[src/rtl/loc_ckpt_pkg.sv]
// Shared types and default geometry for the location checkpoint stack and its controllers.
package loc_ckpt_pkg;

  typedef enum logic {IDLE, DUMP} ckpt_state_t;

  localparam int LOC_W_DEF = 8;
  localparam int DEPTH_DEF = 4;

endpackage

[src/rtl/loc_ring_mem.sv]
// DEPTH x LOC_W register ring: one synchronous write port, two combinational read ports.
// Contents are deliberately not reset; validity is tracked by the owner's count.
module loc_ring_mem #(
  parameter int LOC_W = 8,
  parameter int DEPTH = 4,
  parameter int AW    = $clog2(DEPTH)
) (
  input  logic             clk,
  input  logic             we,
  input  logic [AW-1:0]    waddr,
  input  logic [LOC_W-1:0] wdata,
  input  logic [AW-1:0]    top_addr,
  output logic [LOC_W-1:0] top_data,
  input  logic [AW-1:0]    rd_addr,
  output logic [LOC_W-1:0] rd_data
);

  logic [LOC_W-1:0] mem [DEPTH];

  always_ff @(posedge clk) begin
    if (we) mem[waddr] <= wdata;
  end

  assign top_data = mem[top_addr];
  assign rd_data  = mem[rd_addr];

endmodule

[src/rtl/loc_checkpoint_stack.sv]
// LIFO ring of the last DEPTH saved locations with push/pop/replace/clear and oldest-first replay.
// Commands take effect at the clock edge; replay advances one beat per valid/ready handshake.
module loc_checkpoint_stack
  import loc_ckpt_pkg::*;
#(
  parameter int LOC_W = LOC_W_DEF,
  parameter int DEPTH = DEPTH_DEF,
  parameter int CNT_W = $clog2(DEPTH) + 1
) (
  input  logic             clk,
  input  logic             rst,
  input  logic [LOC_W-1:0] loc_i,
  input  logic             push_i,
  input  logic             pop_i,
  input  logic             clear_i,
  input  logic             dump_i,
  input  logic             dump_ready_i,
  output logic [LOC_W-1:0] loc_top_o,
  output logic             top_valid_o,
  output logic [CNT_W-1:0] count_o,
  output logic             full_o,
  output logic             empty_o,
  output logic             overflow_o,
  output logic [LOC_W-1:0] dump_data_o,
  output logic             dump_valid_o,
  output logic             dump_last_o,
  output logic             busy_o
);

  localparam int AW = $clog2(DEPTH);

  ckpt_state_t      state_q, state_d;
  logic [AW-1:0]    wr_ptr, rd_ptr, top_ptr, waddr;
  logic [CNT_W-1:0] count, remain;
  logic             overflow;
  logic             is_full, is_empty, in_idle, in_dump;
  logic             start_dump, cmd_en, hs;
  logic             do_clear, do_push, do_replace, do_pop, we;
  logic [LOC_W-1:0] top_data, rd_data;

  assign is_full  = (count == CNT_W'(DEPTH));
  assign is_empty = (count == '0);
  assign in_idle  = (state_q == IDLE);
  assign in_dump  = (state_q == DUMP);
  assign top_ptr  = wr_ptr - AW'(1);

  // A dump request wins over every stack command in the same cycle.
  assign start_dump = in_idle & dump_i & ~is_empty;
  assign cmd_en     = in_idle & ~start_dump;
  assign do_clear   = cmd_en & clear_i;
  assign do_replace = cmd_en & ~clear_i & push_i & pop_i & ~is_empty;
  assign do_push    = cmd_en & ~clear_i & push_i & ~do_replace;
  assign do_pop     = cmd_en & ~clear_i & pop_i & ~push_i & ~is_empty;
  assign we         = do_push | do_replace;
  assign waddr      = do_replace ? top_ptr : wr_ptr;
  assign hs         = in_dump & dump_ready_i;

  loc_ring_mem #(
    .LOC_W (LOC_W),
    .DEPTH (DEPTH),
    .AW    (AW)
  ) u_mem (
    .clk      (clk),
    .we       (we),
    .waddr    (waddr),
    .wdata    (loc_i),
    .top_addr (top_ptr),
    .top_data (top_data),
    .rd_addr  (rd_ptr),
    .rd_data  (rd_data)
  );

  always_ff @(posedge clk or posedge rst) begin
    if (rst) begin
      wr_ptr   <= '0;
      count    <= '0;
      overflow <= 1'b0;
    end else if (do_clear) begin
      count    <= '0;
      overflow <= 1'b0;
    end else if (do_push) begin
      wr_ptr <= wr_ptr + AW'(1);
      // When full the write lands on the oldest slot, so count saturates.
      if (is_full) overflow <= 1'b1;
      else         count    <= count + CNT_W'(1);
    end else if (do_pop) begin
      wr_ptr <= wr_ptr - AW'(1);
      count  <= count - CNT_W'(1);
    end
  end

  always_ff @(posedge clk or posedge rst) begin
    if (rst) begin
      rd_ptr <= '0;
      remain <= '0;
    end else if (start_dump) begin
      // A full ring yields rd_ptr == wr_ptr, which is exactly the oldest slot.
      rd_ptr <= wr_ptr - count[AW-1:0];
      remain <= count;
    end else if (hs) begin
      rd_ptr <= rd_ptr + AW'(1);
      remain <= remain - CNT_W'(1);
    end
  end

  always_ff @(posedge clk or posedge rst) begin
    if (rst) state_q <= IDLE;
    else     state_q <= state_d;
  end

  always_comb begin
    state_d = state_q;
    case (state_q)
      IDLE:    if (start_dump) state_d = DUMP;
      DUMP:    if (hs && remain == CNT_W'(1)) state_d = IDLE;
      default: state_d = IDLE;
    endcase
  end

  assign loc_top_o    = is_empty ? '0 : top_data;
  assign top_valid_o  = ~is_empty;
  assign count_o      = count;
  assign full_o       = is_full;
  assign empty_o      = is_empty;
  assign overflow_o   = overflow;
  assign dump_valid_o = in_dump;
  assign dump_data_o  = in_dump ? rd_data : '0;
  assign dump_last_o  = in_dump & (remain == CNT_W'(1));
  assign busy_o       = in_dump;

endmodule

[config.mk]
export PLATFORM = sky130hd
export DESIGN_NAME = loc_checkpoint_stack
export DESIGN_NICKNAME = d
export VERILOG_FILES = /design/src/rtl/loc_ckpt_pkg.sv /design/src/rtl/loc_ring_mem.sv /design/src/rtl/loc_checkpoint_stack.sv
export SDC_FILE = /design/constraint.sdc
export NUM_CORES = 1
export LEC_CHECK = 0
export BUFFER_PORTS_ARGS = -buffer_cell sky130_fd_sc_hd__buf_2
export CORE_UTILIZATION = 40
export DETAILED_ROUTE_END_ITERATION = 10
export PLACE_DENSITY_LB_ADDON = 0.08
export SYNTH_ARGS = -nofsm -noshare
export SYNTH_HDL_FRONTEND = slang
export SYNTH_HIERARCHICAL = 1
export SYNTH_SLANG_ARGS = --single-unit
[constraint.sdc]
create_clock -name clk -period 2.35 [get_ports clk]
set_input_delay 0 -clock clk [delete_from_list [all_inputs] [get_ports clk]]
set_output_delay 0 -clock clk [all_outputs]
set_load 0.1 [all_outputs]
# Word-level counts from Yosys, hierarchy flattened
# Memory sizes are Yosys's and may differ from the RTL's.
# Index checks and enable logic that the tools add are counted.
totals:
  reg_bits: 12
  ram_bits: 32
  input_bits: 15
  n_memories: 1
op_classes:
  addsub: 7
  n_eq_ne: 3
  mux: 21
  bitwise_logic: 22
  n_reduce_logical: 10
mem_list:
  columns: ["name", "words", "word_bits", "read_ports", "rd_ports_with_merged_regs", "wr", "line", "rtl"]
  rows:
  - ["u_mem.mem", 4, 8, 2, 0, 1, "loc_ring_mem.sv:18", "logic [LOC_W-1:0] mem [DEPTH];"]
op_table:
  columns: ["cell", "count"]
  rows:
  - ["3-bit two-way mux", 6]
  - ["8-bit two-way mux", 2]
  - ["1-bit bitwise AND", 14]
  - ["2-bit two-way mux", 5]
  - ["2-bit nonzero test", 4]
  - ["1-bit two-way mux", 7]
  - ["1-bit NOT", 7]
  - ["2-bit AND reduction", 3]
  - ["3-bit by 1-bit subtractor with 3-bit output, second input constant", 2]
  - ["2-bit by 1-bit adder with 2-bit output, second input constant", 2]
  - ["3-bit by 1-bit adder with 3-bit output, second input constant", 1]
  - ["3-bit by 1-bit == test with 1-bit output, second input constant", 1]
  - ["3-bit == test, second input constant", 1]
  - ["3-bit logical NOT", 1]
  - ["3-bit inequality test, second input constant", 1]
  - ["3-bit nonzero test", 1]
  - ["1-bit case mux with 2 select lines", 1]
  - ["2-bit by 1-bit subtractor with 2-bit output, second input constant", 1]
  - ["2-bit subtractor", 1]
  - ["1-bit logical AND", 1]
  - ["1-bit OR", 1]

# Depth between registers and ports, before layout
# Gate-level depths: netlist of run 1.
depth:
  depth_word: 14
  mapped_depth: 8
  depth_no_buf: 6

# Hierarchy
# The synthesis of run 1 kept the hierarchy.
by_module_without_submodules:
  columns: ["mod", "n_inst", "cells_each", "area_each_um2"]
  rows:
  - ["loc_ring_mem", 1, 56, 1385.1]
  - ["loc_checkpoint_stack", 1, 109, 972.2]

# Worst setup path after synthesis of run 1
# No wires, ideal clock.
synth_path:
  path_kind: "reg2reg"
  startpoint: "reg count[0] (netlist: count_o[0])"
  endpoint: "mem u_mem.mem[0][0] (enable)"
  setup_ns: 0.385
  t_arrival_ns: 3.037
  required_time_ns: 1.965
  path_slack_ns: -1.073
  stages_incl_launch_ff: 5
  synth_period_minus_slack_ns: 3.423
  cell_sequence: "dfrtp_1 -> or3_4 -> clkbuf_1 -> a21oi_1 -> nor3b_1"
synth_between:
  elab_chain_cells: 14
synth_lines:
  columns: ["item", "line", "rtl"]
  rows:
  - ["start: declaration", "loc_checkpoint_stack.sv:34", "logic [CNT_W-1:0] count, remain;"]
  - ["start signal: assignment", "loc_checkpoint_stack.sv:85", "else count <= count + CNT_W'(1);"]
  - ["start signal: assignment", "loc_checkpoint_stack.sv:88", "count <= count - CNT_W'(1);"]
  - ["3-bit logical NOT (*)", "loc_checkpoint_stack.sv:42", "assign is_empty = (count == '0);"]
  - ["1-bit NOT (*)", null, null]
  - ["net top_valid_o", "loc_checkpoint_stack.sv:19", "output logic top_valid_o,"]
  - ["1-bit bitwise AND", "loc_checkpoint_stack.sv:48", "assign start_dump = in_idle & dump_i & ~is_empty;"]
  - ["1-bit NOT", "loc_checkpoint_stack.sv:49", "assign cmd_en = in_idle & ~start_dump;"]
  - ["1-bit bitwise AND", "loc_checkpoint_stack.sv:49", null]
  - ["1-bit bitwise AND (2 in series)", "loc_checkpoint_stack.sv:51, loc_checkpoint_stack.sv:52", null]
  - ["1-bit bitwise AND (2 in series)", "loc_checkpoint_stack.sv:51", "assign do_replace = cmd_en & ~clear_i & push_i & pop_i & ~is_empty;"]
  - ["1-bit NOT", "loc_checkpoint_stack.sv:52", "assign do_push = cmd_en & ~clear_i & push_i & ~do_replace;"]
  - ["1-bit bitwise AND", "loc_checkpoint_stack.sv:52", null]
  - ["1-bit OR (*)", "loc_checkpoint_stack.sv:54", "assign we = do_push | do_replace;"]
  - ["net we", "loc_checkpoint_stack.sv:38", "logic do_clear, do_push, do_replace, do_pop, we;"]
  - ["1-bit two-way mux (*)", "loc_ring_mem.sv:21", "if (we) mem[waddr] <= wdata;"]
  - ["1-bit two-way mux (implied by the code) (*)", "loc_ring_mem.sv:21", null]
  - ["end: declaration", "loc_ring_mem.sv:18", null]
# The timed path passes the listed nets; every way through them passes the cells marked *.

# Final worst setup path of run 1
layout_path:
  startpoint: "reg state_q (netlist: busy_o)"
  endpoint: "mem u_mem.mem[2][4] (enable)"
layout_rtl:
  columns: ["item", "line", "rtl"]
  rows:
  - ["start: declaration", "loc_checkpoint_stack.sv:32", "ckpt_state_t state_q, state_d;"]
  - ["start signal: assignment", "loc_checkpoint_stack.sv:108", "else state_q <= state_d;"]
  - ["1-bit NOT (*)", null, null]
  - ["1-bit bitwise AND (2 in series)", "loc_checkpoint_stack.sv:48", null]
  - ["1-bit NOT", "loc_checkpoint_stack.sv:49", null]
  - ["1-bit bitwise AND (*)", "loc_checkpoint_stack.sv:49", null]
  - ["1-bit bitwise AND (*) (4 in series)", "loc_checkpoint_stack.sv:51", null]
  - ["2-bit two-way mux (*)", "loc_checkpoint_stack.sv:55", "assign waddr = do_replace ? top_ptr : wr_ptr;"]
  - ["net waddr[1]", "loc_checkpoint_stack.sv:33", "logic [AW-1:0] wr_ptr, rd_ptr, top_ptr, waddr;"]
# Marked as above.

==> qor.csv, run 1 <==
metric,value,unit
postSynthCellCount,165,
critical_path_arrival,2.25,ns
initial_utilization,42.0,%
critical_path.endpoint_type,flip-flop,
slew_headroom,61.1,%
use_met1,23.6,%
rsz0062_at_grt,no,
tightest_slew,0.584,ns
fp.dieW,78.8,µm
fin_crit,2.26,ns
cts-root-buf,clkbuf_8,
synthArstFlopShare,27.3,%
grt.met3_usage,3.91,%
min_path_type,input port to flip-flop,
via_per_inst,5.27,
grt_max_degree,23,
die_y,78.8,µm
yosys.area.top_type,edfxtp_1,
final.setup.tns,0,ns
grt_use_total,17.2,%
post-route-util,52.2,%
clock.fmax,442,MHz
synth_area,2360,µm²
rows,27,
coreArea,5610,µm²
ys_seq_area_share,53.5,%
antenna_cells,0,
critPathMaxFanout,8,
path_clk_slew,0.08,ns
numCtsBuffers,5,
antenna_found_initial,0,
routedWlPerCell,16.1,µm
globalRouteOverflowTotal,0,
setup_viol,0,
drt_iter0_drc,96,
finalWirelength,4740,µm
synth.most_common_cell,edfxtp_1,
netlist.area_leader.share,40.8,%
dp_hpwl,3340,µm
synth_flop_cell,edfxtp_1,
ys_ff_latch,44,
cts_tree,done,
grt_pass1_wl,7900,µm
synth_cell_types,47,
gr-max-usage-layer,met2,
fillers,515,
synth.net_count,184,
remaining_drc_errors,0,
cts_buffer_depth,2,
finalCritPeriodShare,96.3,%
finalHoldViolations,0,
drive_gt1_share,42.3,%
hold_ws,0.0724,ns
ys_warn_count,6,
clock_skew,0.00473,ns
gp_congestion,0.828,
grt_pass1_vias,1552,
clock-sinks,44,
slew_viol_final,0,
synth.area.top_cells,"edfxtp_1 41%, mux4_2 15%, dfrtp_1 13%",
num_vias,1548,
synthTopCellsByCount,"32 x edfxtp_1, 16 x and2_1, 16 x mux4_2",
top_level_ports,41,
status,finished clean,
setup.worst_path.class,flip-flop to flip-flop,
ant_nets,0,
use_met2,27.2,%
start_kind,flip-flop,
drtPass1Iterations,4,
cts.htree.levels,2,
layout.nets,240,
port_buffers,40,
synth_edf_count,32,
clk_latency,0.29,ns
die_area,6200,µm²
area_growth,24.2,%
synth_area_per_cell,14.3,µm²
cp.required,2.33,ns
cts_setup_buffers,0,
cap_violations,0,
==> final timing paths <==
check / startpoint / end / slack [ns] / depth (start not counted)
hold / removal: dump_ready_i / remain[0] / 0.07 / 3
hold reg to reg: overflow_o / overflow_o / 0.49 / 1
max in group asynchronous: rst / busy_o / 1.69 / 3
setup reg to reg: busy_o / u_mem/mem[2][4] / 0.09 / 5
min in group asynchronous: rst / rd_ptr[0] / 0.28 / 3
setup / recovery: busy_o / u_mem/mem[2][4] / 0.09 / 5
==> sequential cells by signal, indices dropped and copies added (netlist names) <==
signal and count:
busy_o 1, rd_ptr 2, overflow_o 1, u_mem/mem 32, wr_ptr 2, remain 3, count_o 3
==> final cells by class <==
| cell class | count | area, µm² | share of cell area [%] |
|---|---|---|---|
| well taps | 72 | 90.1 | 3.08 |
| clock inverters | 3 | 42.5 | 1.45 |
| flip-flops and latches | 44 | 1270 | 43.3 |
| repair buffers | 60 | 373 | 12.7 |
| multi-input cells | 103 | 1060 | 36.2 |
| inverters | 7 | 26.3 | 0.897 |
| clock buffers | 5 | 68.8 | 2.35 |
==> cell usage in the layout, fill, tap and decap left out, types with 2 or more instances in the layout <==
| master | Yosys | routed |
|---|---|---|
| o21a_1 | 2 | 2 |
| clkbuf_8 | 0 | 5 |
| buf_4 | 1 | 11 |
| and2_1 | 16 | 16 |
| xnor2_1 | 5 | 5 |
| nand3_1 | 2 | 2 |
| xor2_1 | 3 | 2 |
| buf_2 | 0 | 40 |
| nand2_1 | 8 | 8 |
| dfrtp_1 | 12 | 8 |
| mux4_2 | 16 | 16 |
| dlygate4sd3_1 | 0 | 9 |
| edfxtp_1 | 32 | 32 |
| nand3b_1 | 2 | 2 |
| o31ai_1 | 2 | 2 |
| a21oi_1 | 4 | 4 |
| nor4_1 | 3 | 3 |
| inv_1 | 6 | 6 |
| ha_1 | 3 | 3 |
| nor2b_1 | 2 | 2 |
| o22ai_1 | 2 | 2 |
| or3_4 | 1 | 2 |
| o21ai_1 | 2 | 2 |
| dfrtp_2 | 0 | 3 |
| a211oi_2 | 2 | 2 |
| and3b_2 | 0 | 2 |
==> critical path: stages, from the launching register on <==
cell     delay [ns]
dfrtp_4        0.47
or3b_4         0.38
or3_4          0.40
nor2_4         0.14
xor2_4         0.21
and3b_2        0.36
==> per-stage QoR <==
step	std cells	area, µm²	setup slack [ns]
after floorplan	165	2410	-0.147
after global placement	277	2700	0.0869
after detailed placement	277	2700	0.0400
after CTS	294	2900	0.00737
after global routing	294	2930	0.00566
final	294	2930	0.0860
==> metal layers <==
layer,vias up,part of all wire (%)
li1,747,-
met1,765,46
met2,32,48
met3,4,4.8
met4,0,0.78
met5,-,0
==> repair_timing <==
item,in CTS,in global routing
resized for setup,0,5
setup endpoints to repair,0,9
hold buffers,9,0
hold endpoints to repair,44,0
==> logic make-up after synthesis <==
family / after synthesis / share of synthesized area, %
and+or+nand+nor: 49 / 12.8
DFF: 44 / 53.5
AOI/OAI and AO/OA: 25 / 8.12
buffers and inverters: 18 / 4.41
muxes: 17 / 15.8
xor gates and xnor gates: 8 / 2.97
adders and majority gates: 4 / 2.44
Power of run 1 is left out: the tool's default activity adds up to more than one toggle a clock period on the data nets, which glitch-free logic cannot reach.
==> run 2: changes to the inputs <==
- SETUP_SLACK_MARGIN: default -> 0.15
==> qor.csv, run 2 (synthesis results as in run 1) <==
metric,value,unit,change
slew_viol_final,0,,unchanged
dp_hpwl,3530,µm,+5.8%
min_path_cells,3,,unchanged
coreArea,5610,µm²,unchanged
grt_use_total,18.0,%,+0.79 points
final.setup.tns,0,ns,unchanged
cts.htree.levels,2,,unchanged
area_growth,24.0,%,
fillers,516,,+0.19%
finalHoldViolations,0,,unchanged
timing.rr.start,busy_o,,
min_path_type,input port to flip-flop,,
cap_violations,0,,unchanged
grt_pass1_vias,1576,,+1.5%
critPathMaxFanout,8,,unchanged
layout_commonest_cell,buf_2,,
setup.worst_path.class,flip-flop to flip-flop,,
slowest_delay,0.48,ns,about the same
slew_headroom,60.6,%,-0.50 points
cts_tree,done,,
remaining_drc_errors,0,,unchanged
worstHoldStart,dump_ready_i,,
globalRouteOverflowTotal,0,,unchanged
drt_iter0_drc,80,,-17%
initial_utilization,42.0,%,unchanged
cp_top_family,simple AND/OR/NAND/NOR gates,,
critPathBufInv,0,,unchanged
cts_buffer_depth,2,,unchanged
port_buffers,40,,unchanged
tightest_slew,0.591,ns,+0.00744 ns
min_to,remain[0],,
layout.nets,239,,-0.42%
crit-reg2reg-capture,u_mem/mem[2][0],,
die_y,78.8,µm,unchanged
clk_latency,0.30,ns,about the same
cts_setup_buffers,0,,unchanged
clock-sinks,44,,unchanged
cp_cell_sequence,or3b_4 -> or3_4 -> nor2_4 -> xor2_4 -> and3b_2,,
start_kind,flip-flop,,
crit_path_top_delay_cell,dfrtp_4,,
rows,27,,unchanged
top_level_ports,41,,unchanged
via_per_inst,5.36,,+1.8%
r2r_cells,5,,unchanged
setup_viol,0,,unchanged
rsz0062_at_grt,yes,,
grt_max_degree,23,,unchanged
critical_path.endpoint_type,flip-flop,,
routedWlPerCell,17.3,µm,+7.4%
gp_congestion,0.839,,+1.2%
die_area,6200,µm²,unchanged
status,finished clean,,
dp.cells,276,,-0.36%
critical_path_arrival,2.26,ns,about the same
cp.required,2.35,ns,+0.02 ns
path_clk_slew,0.09,ns,about the same
largest_reg_flops,32,,unchanged
cts-root-buf,clkbuf_8,,
finalWirelength,5070,µm,+7.0%
clock.fmax,442,MHz,+0.16%
fp.dieW,78.8,µm,unchanged
grt_pass1_wl,8200,µm,+3.8%
reg2reg_setup_slack,0.09,ns,about the same
ant_nets,0,,unchanged
drive_gt1_share,42.1,%,-0.26 points
drtPass1Iterations,4,,unchanged
stdcell_count,293,,-0.34%
num_vias,1571,,+1.5%
clock_skew,0.00519,ns,+0.000459 ns
finalCritPeriodShare,96.2,%,-0.16 points
fin_crit,2.26,ns,-0.00369 ns
most-common-layout-cells,"40 x buf_2, 32 x edfxtp_1, 16 x and2_1, 16 x mux4_2",,
numCtsBuffers,5,,unchanged
regMostFlops,u_mem/mem,,
antenna_cells,0,,unchanged
antenna_found_initial,0,,unchanged
[run 2: worst max-delay path by stage]
stage | startpoint | cells after the start | to | slack [ns]
finish | busy_o | 5 | u_mem/mem[2][0] | 0.09
global route | busy_o | 5 | u_mem/mem[2][0] | 0.03
CTS | busy_o | 5 | u_mem/mem[2][0] | 0.08
detailed placement | busy_o | 7 | count_o[2] | 0.04
global placement | busy_o | 5 | u_mem/mem[2][0] | 0.11
floorplan | busy_o | 5 | u_mem/mem[1][0] | -0.15
[run 2: worst reg2reg max path, delay by kind of cell (launching register included)]
family	cells	cell delay (ns)
simple gates	4	1.27
flops	1	0.48
xor+xnor	1	0.22
[run 2: per-layer routing]
metal,track usage (%),up-vias,share of wire (%)
met5,0,-,0
met4,6.85,0,1.6
met3,2.76,8,5.4
met2,28.8,49,48
met1,24.8,771,45
li1,-,743,-
[run 2: final cells by class]
class | instances | area [µm²] | share of cell area [%]
repair buffers | 59 | 369 | 12.6
flip-flops and latches | 44 | 1270 | 43.4
clock buffers | 5 | 68.8 | 2.35
clock inverters | 3 | 46.3 | 1.58
multi-input cells | 103 | 1050 | 36.0
inverters | 7 | 28.8 | 0.984
well taps | 72 | 90.1 | 3.08
[run 2: stage by stage]
stage	instance area (µm²)	worst slack, ns	hold WS [ns]	util [%]
3_3_place_gp	2690	0.111	0.0472	48.0
3_5_place_dp	2690	0.0411	0.0496	48.0
4_1_cts	2920	0.0811	0.0494	52.1
2_1_floorplan	2410	-0.147	-0.135	-
6_report	2920	0.0897	0.0574	52.1
5_1_grt	2920	0.0339	0.0815	52.1
[run 2: repair_timing]
| action | 4_1_cts | 5_1_grt |
|---|---|---|
| pin swaps | 2 | 2 |
| resized for setup | 4 | 1 |
| hold endpoints to repair | 44 | 0 |
| hold buffers | 9 | 0 |
| endpoints found under the setup margin | 33 | 33 |
Power of run 2 is left out for the same reason.
